**src/rtl/fetch_queue_pkg.sv**
```systemverilog
// ============================================================================
// Module      : fetch_queue_pkg
// Description : Shared constants for the instruction-fetch front end.
//               Optional feature macro: FETCH_BYPASS_EN (define it at build
//               time to let an empty queue hand memory data straight to decode).
// Revision    : 1.0 - initial release
// ============================================================================
`default_nettype none

package fetch_queue_pkg;

   localparam int          ILEN             = 32;
   localparam logic [31:0] INSN_NOP         = 32'h0000_0013;  // addi x0,x0,0
   localparam logic [63:0] DEFAULT_RESET_PC = 64'h0;

endpackage : fetch_queue_pkg

`default_nettype wire

```
**src/rtl/fetch_queue_fifo.sv**
```systemverilog
// ============================================================================
// Module      : fetch_queue_fifo
// Description : Generic DEPTH x WIDTH synchronous FIFO with flush, level and
//               full/empty flags; wrap-bit pointers, async active-low reset.
// Revision    : 1.0 - initial release
// ============================================================================
`default_nettype none

module fetch_queue_fifo #(
   parameter int WIDTH = 64,
   parameter int DEPTH = 4
) (
   input  logic                     i_clk,
   input  logic                     i_rst_n,
   input  logic                     i_push,
   input  logic                     i_pop,
   input  logic                     i_flush,
   input  logic [WIDTH-1:0]         i_wdata,
   output logic [WIDTH-1:0]         o_rdata,
   output logic [$clog2(DEPTH):0]   o_level,
   output logic                     o_full,
   output logic                     o_empty
);

   localparam int AW = $clog2(DEPTH);

   logic [WIDTH-1:0] r_mem [DEPTH];
   logic [AW:0]      r_wr_ptr;
   logic [AW:0]      r_rd_ptr;

   // Storage carries no reset; validity is defined purely by the pointers.
   always_ff @(posedge i_clk) begin
      if (i_push && !i_flush) begin
         r_mem[r_wr_ptr[AW-1:0]] <= i_wdata;
      end
   end

   always_ff @(posedge i_clk or negedge i_rst_n) begin
      if (!i_rst_n) begin
         r_wr_ptr <= '0;
         r_rd_ptr <= '0;
      end else if (i_flush) begin
         r_wr_ptr <= '0;
         r_rd_ptr <= '0;
      end else begin
         if (i_push) r_wr_ptr <= r_wr_ptr + 1'b1;
         if (i_pop)  r_rd_ptr <= r_rd_ptr + 1'b1;
      end
   end

   assign o_rdata = r_mem[r_rd_ptr[AW-1:0]];
   assign o_level = r_wr_ptr - r_rd_ptr;
   assign o_empty = (r_wr_ptr == r_rd_ptr);
   assign o_full  = (r_wr_ptr[AW] != r_rd_ptr[AW]) &&
                    (r_wr_ptr[AW-1:0] == r_rd_ptr[AW-1:0]);

endmodule : fetch_queue_fifo

`default_nettype wire

```
**src/rtl/fetch_queue.sv**
```systemverilog
// ============================================================================
// Module      : fetch_queue
// Description : Instruction-fetch front end with a DEPTH-entry prefetch queue,
//               one-cycle flush/redirect and NOP masking of decode bubbles.
//               Optional macro FETCH_BYPASS_EN: empty-queue combinational bypass.
// Revision    : 1.0 - initial release
// ============================================================================
`default_nettype none

module fetch_queue
   import fetch_queue_pkg::*;
#(
   parameter int              XLEN     = 32,
   parameter int              DEPTH    = 4,
   parameter logic [XLEN-1:0] RESET_PC = XLEN'(DEFAULT_RESET_PC)
) (
   input  logic                     i_clk,
   input  logic                     i_rst_n,
   output logic [XLEN-1:0]          o_mem_addr,
   input  logic                     i_mem_valid,
   input  logic [31:0]              i_mem_data,
   input  logic                     i_br_en,
   input  logic [XLEN-1:0]          i_br_addr,
   output logic                     o_id_valid,
   input  logic                     i_id_ready,
   output logic [XLEN-1:0]          o_id_pc,
   output logic [31:0]              o_id_ir,
   output logic [XLEN-1:0]          o_id_ret,
   output logic [$clog2(DEPTH):0]   o_level,
   output logic                     o_full,
   output logic                     o_empty
);

   localparam int EW = XLEN + ILEN;

   logic [XLEN-1:0]         r_fetch_pc;
   logic [EW-1:0]           w_head;
   logic [$clog2(DEPTH):0]  w_level;
   logic                    w_full;
   logic                    w_empty;
   logic                    w_bypass;
   logic                    w_head_valid;
   logic [XLEN-1:0]         w_head_pc;
   logic [ILEN-1:0]         w_head_ir;
   logic                    w_pop;
   logic                    w_take;
   logic                    w_fifo_push;
   logic                    w_fifo_pop;
   logic                    w_unused_br_lo;

   assign w_unused_br_lo = &i_br_addr[1:0];

`ifdef FETCH_BYPASS_EN
   assign w_bypass = w_empty && !i_br_en && i_mem_valid;
`else
   assign w_bypass = 1'b0;
`endif

   always_comb begin
      w_head_valid = w_bypass || !w_empty;
      w_head_pc    = w_bypass ? r_fetch_pc : w_head[EW-1:ILEN];
      w_head_ir    = w_bypass ? i_mem_data : w_head[ILEN-1:0];
   end

   // Flush wins over everything; a full queue may still accept when it pops.
   assign w_pop       = w_head_valid && i_id_ready && !i_br_en;
   assign w_take      = i_mem_valid && !i_br_en && (!w_full || w_pop);
   assign w_fifo_push = w_take && !(w_bypass && i_id_ready);
   assign w_fifo_pop  = w_pop && !w_bypass;

   always_ff @(posedge i_clk or negedge i_rst_n) begin
      if (!i_rst_n) begin
         r_fetch_pc <= RESET_PC;
      end else if (i_br_en) begin
         r_fetch_pc <= {i_br_addr[XLEN-1:2], 2'b00};
      end else if (w_take) begin
         r_fetch_pc <= r_fetch_pc + XLEN'(4);
      end
   end

   fetch_queue_fifo #(
      .WIDTH (EW),
      .DEPTH (DEPTH)
   ) u_fifo (
      .i_clk   (i_clk),
      .i_rst_n (i_rst_n),
      .i_push  (w_fifo_push),
      .i_pop   (w_fifo_pop),
      .i_flush (i_br_en),
      .i_wdata ({r_fetch_pc, i_mem_data}),
      .o_rdata (w_head),
      .o_level (w_level),
      .o_full  (w_full),
      .o_empty (w_empty)
   );

   assign o_mem_addr = r_fetch_pc;
   assign o_id_valid = w_head_valid;
   assign o_id_pc    = w_head_valid ? w_head_pc : '0;
   assign o_id_ir    = w_head_valid ? w_head_ir : INSN_NOP;
   assign o_id_ret   = w_head_valid ? (w_head_pc + XLEN'(4)) : '0;
   assign o_level    = w_level;
   assign o_full     = w_full;
   assign o_empty    = w_empty;

endmodule : fetch_queue

`default_nettype wire

```
**config.mk**
```make
export PLATFORM = sky130hd
export DESIGN_NAME = fetch_queue
export DESIGN_NICKNAME = d
export VERILOG_FILES = /design/src/rtl/fetch_queue_pkg.sv /design/src/rtl/fetch_queue_fifo.sv /design/src/rtl/fetch_queue.sv
export SDC_FILE = /design/constraint.sdc
export NUM_CORES = 1
export LEC_CHECK = 0
export ABC_AREA = 1
export CAP_MARGIN = 20
export CORE_ASPECT_RATIO = 0.6
export CORE_MARGIN = 5
export CORE_UTILIZATION = 25
export CTS_CLUSTER_DIAMETER = 30
export DETAILED_ROUTE_END_ITERATION = 10
export GPL_ROUTABILITY_DRIVEN = 0
export PLACE_DENSITY = 0.54
export REMOVE_ABC_BUFFERS = 1
export SKIP_LAST_GASP = 1
export SLEW_MARGIN = 0
export SYNTH_ARGS = -nofsm -noshare
export SYNTH_HDL_FRONTEND = slang
export SYNTH_SLANG_ARGS = --single-unit
```
**constraint.sdc**
```tcl
create_clock -name i_clk -period 10.7 [get_ports i_clk]
set_input_delay 1.605 -clock i_clk [delete_from_list [all_inputs] [get_ports i_clk]]
set_output_delay 1.605 -clock i_clk [all_outputs]
set_load 0.05 [all_outputs]
```
==> results.cfg <==
[power_and_ir_drop]
finalPower_uw = 4600
powerDensity_nw_per_um2 = 254
power.leakage_uw = 0.00692
peakVddDrop_uv = 136

[timing]
final_hold_viol_count = 0
post-route-period-util_pct = 59.9
timing.fmax_mhz = 156
fin_crit_ns = 6.41
holdWs_ns = 0.509
finalMaxSlewViolations = 0
rsz0062_at_grt = no
fin_tns_setup_ns = 0
setup_slack_ns = 4.29
finalSetupViolCount = 0
slew_headroom_pct = 27.1
tightest_slew_ns = 1.09
finClkSkew_ns = 0.0258

[yosys]
synth-seq-cells = 284
synth_edf_count = 248
post_synth_num_cell_types = 39
ys_warn_count = 0
yosysSeqAreaShare_pct = 61.3
synthCells = 1464
mappedNetlistArea_um2 = 13600
synth-async-reset-ratio_pct = 12.7
synthFlopType = edfxtp_1
avgSynthCellArea_um2 = 9.30

[detailed_routing]
route.detailed.drc = 0
via_count = 10900
routedWlPerCell_um = 18.1
routed_via_density = 4.50
routed_wl_um = 43800
drt_iter0_drc = 789
dr.pass1.iters = 5
postRouteAntennaNets = 0

[clocking]
post_cts_buffers = 0
cts.path.max_buffers = 3
tritoncts = yes
htreeDepth = 2
cts.sinks = 284
cts_resized = 0
numCtsBuffers = 53
clockRootBuffer = clkbuf_16
clk_pin_slew_ns = 0.05
ctsHoldBuffers = 0
worst_skew_pair.late_latency_ns = 0.57

[worst_setup_path]
path_max_fanout = 39
crit_path_frequent_cell = buf_4
crit_family = buffers and inverters
cpPeakStageDelay_ns = 0.89
critPathLaunchType = flip-flop
end_kind = output pin
crit_chain = clkinv_2 -> ha_1 -> nand3_1 -> buf_4 -> inv_2 -> buf_4 -> nor2_1 -> clkdlybuf4s50_1
path_class = flip-flop to output pin
required_ns = 9.10
slowest_stage = clkdlybuf4s50_1
arrival_ns = 4.80
worst-path-buf-inv = 5

[job]
cap_violations = 0

[placement]
pre_cts_ws_ns = 4.75
port_buffers = 194
hpwl_um = 28900

[floorplan]
core_region_area_um2 = 54000
die_width_um = 311
initial_utilization_pct = 25.2
dieArea_um2 = 59400
dieHeight_um = 191
pin_count = 203
row_count = 66

[finish]
nets = 1742
num_antenna_cells = 0
layout-drive-gt1-share_pct = 8.31
fin_util_pct = 33.5
syn_to_final_growth_pct = 32.7

[min_path]
hp-class = flip-flop to flip-flop

[grt]
grt_pass1_vias = 10600
grt_pass1_wl_um = 65600
overflow = 0
grt_max_degree = 83
antenna_found_initial = 1
grt_usage_pct = 14.4

[status]
status = finished, final reports clean
-- per-layer routing --
layer	share of wire [%]	GRT usage, %
met1	49	20.8
met2	43	21.9
met3	7.0	3.74
met4	1.6	2.97
met5	0	0.406
-- synthesized netlist by cell type, types with 4 or more instances --
master / instances / area (um^2)
xor2_1: 12 / 105
buf_6: 7 / 78.8
a21oi_1: 51 / 255
ha_1: 9 / 113
buf_1: 5 / 18.8
clkbuf_1: 22 / 82.6
buf_2: 24 / 120
edfxtp_1: 248 / 7450
or2_2: 4 / 25.0
nand2_2: 9 / 56.3
buf_4: 12 / 90.1
dfrtp_1: 36 / 901
nand2_1: 447 / 1680
nor2_2: 8 / 50.1
nor3_1: 13 / 65.1
o211ai_1: 9 / 67.6
nand3_1: 93 / 465
nor2_4: 4 / 45.0
xnor2_1: 12 / 105
nor2_1: 256 / 961
o21ai_0: 88 / 440
inv_1: 67 / 251
-- metrics by stage --
| stage | area (um^2) | cells |
|---|---|---|
| 6_report | 18100 | 2422 |
| 3_3_place_gp | 16200 | 2321 |
| 2_1_floorplan | 13300 | 1399 |
| 4_1_cts | 18000 | 2421 |
| 5_1_grt | 18100 | 2422 |
| 3_5_place_dp | 16200 | 2321 |
-- worst paths after layout --
check,startpoint,end,slack [ns],cells past startpoint
min in group asynchronous,i_rst_n,o_mem_addr[28],0.86,1
hold reg to reg,u_fifo.r_rd_ptr[2],u_fifo.r_rd_ptr[2],0.51,1
setup / recovery,u_fifo.r_rd_ptr[1],o_id_pc[9],4.29,8
setup reg to reg,u_fifo.r_rd_ptr[1],u_fifo.r_mem[0][0],6.40,8
hold / removal,u_fifo.r_rd_ptr[2],u_fifo.r_rd_ptr[2],0.51,1
max in group asynchronous,i_rst_n,u_fifo.r_rd_ptr[1],9.41,2
-- layout make-up --
class,instances,area [um^2]
flip-flops and latches,284,8360
multi-input cells,1043,4650
fillers,5469,35900
clock inverters,42,467
clock buffers,58,1370
well taps,714,893
inverters,72,277
repair buffers,209,2060
-- logic make-up after synthesis --
kind of cell | share of synthesized area (%)
other | 0.0275
AOI/OAI and AO/OA | 6.35
xor gates and xnor gates | 1.54
and+or+nand+nor | 24.9
DFF | 61.3
adders and majority gates | 0.974
buffers and inverters | 4.89
-- sequential cells by signal, summed over array words and instances (netlist names) --
register         count
u_fifo.r_mem       248
u_fifo.r_rd_ptr      3
u_fifo.r_wr_ptr      3
o_mem_addr          30
-- power breakdown --
part           switching (uW)  internal [uW]
sequential               65.0           1260
clock                     591           1100
combinational            1140            439
total                    1800           2800
-- placed cells by master, fill, tap and decap left out, types with 12 or more instances in the layout --
cell	n
edfxtp_1	248
xor2_1	12
clkdlybuf4s50_1	193
dfrtp_1	34
inv_1	64
a21oi_1	51
nand3_1	93
nand2_1	447
nor3_1	13
clkbuf_16	54
xnor2_1	12
nor2_1	253
buf_4	14
o21ai_0	88
Note: power is estimated with default switching activity, not from simulation.
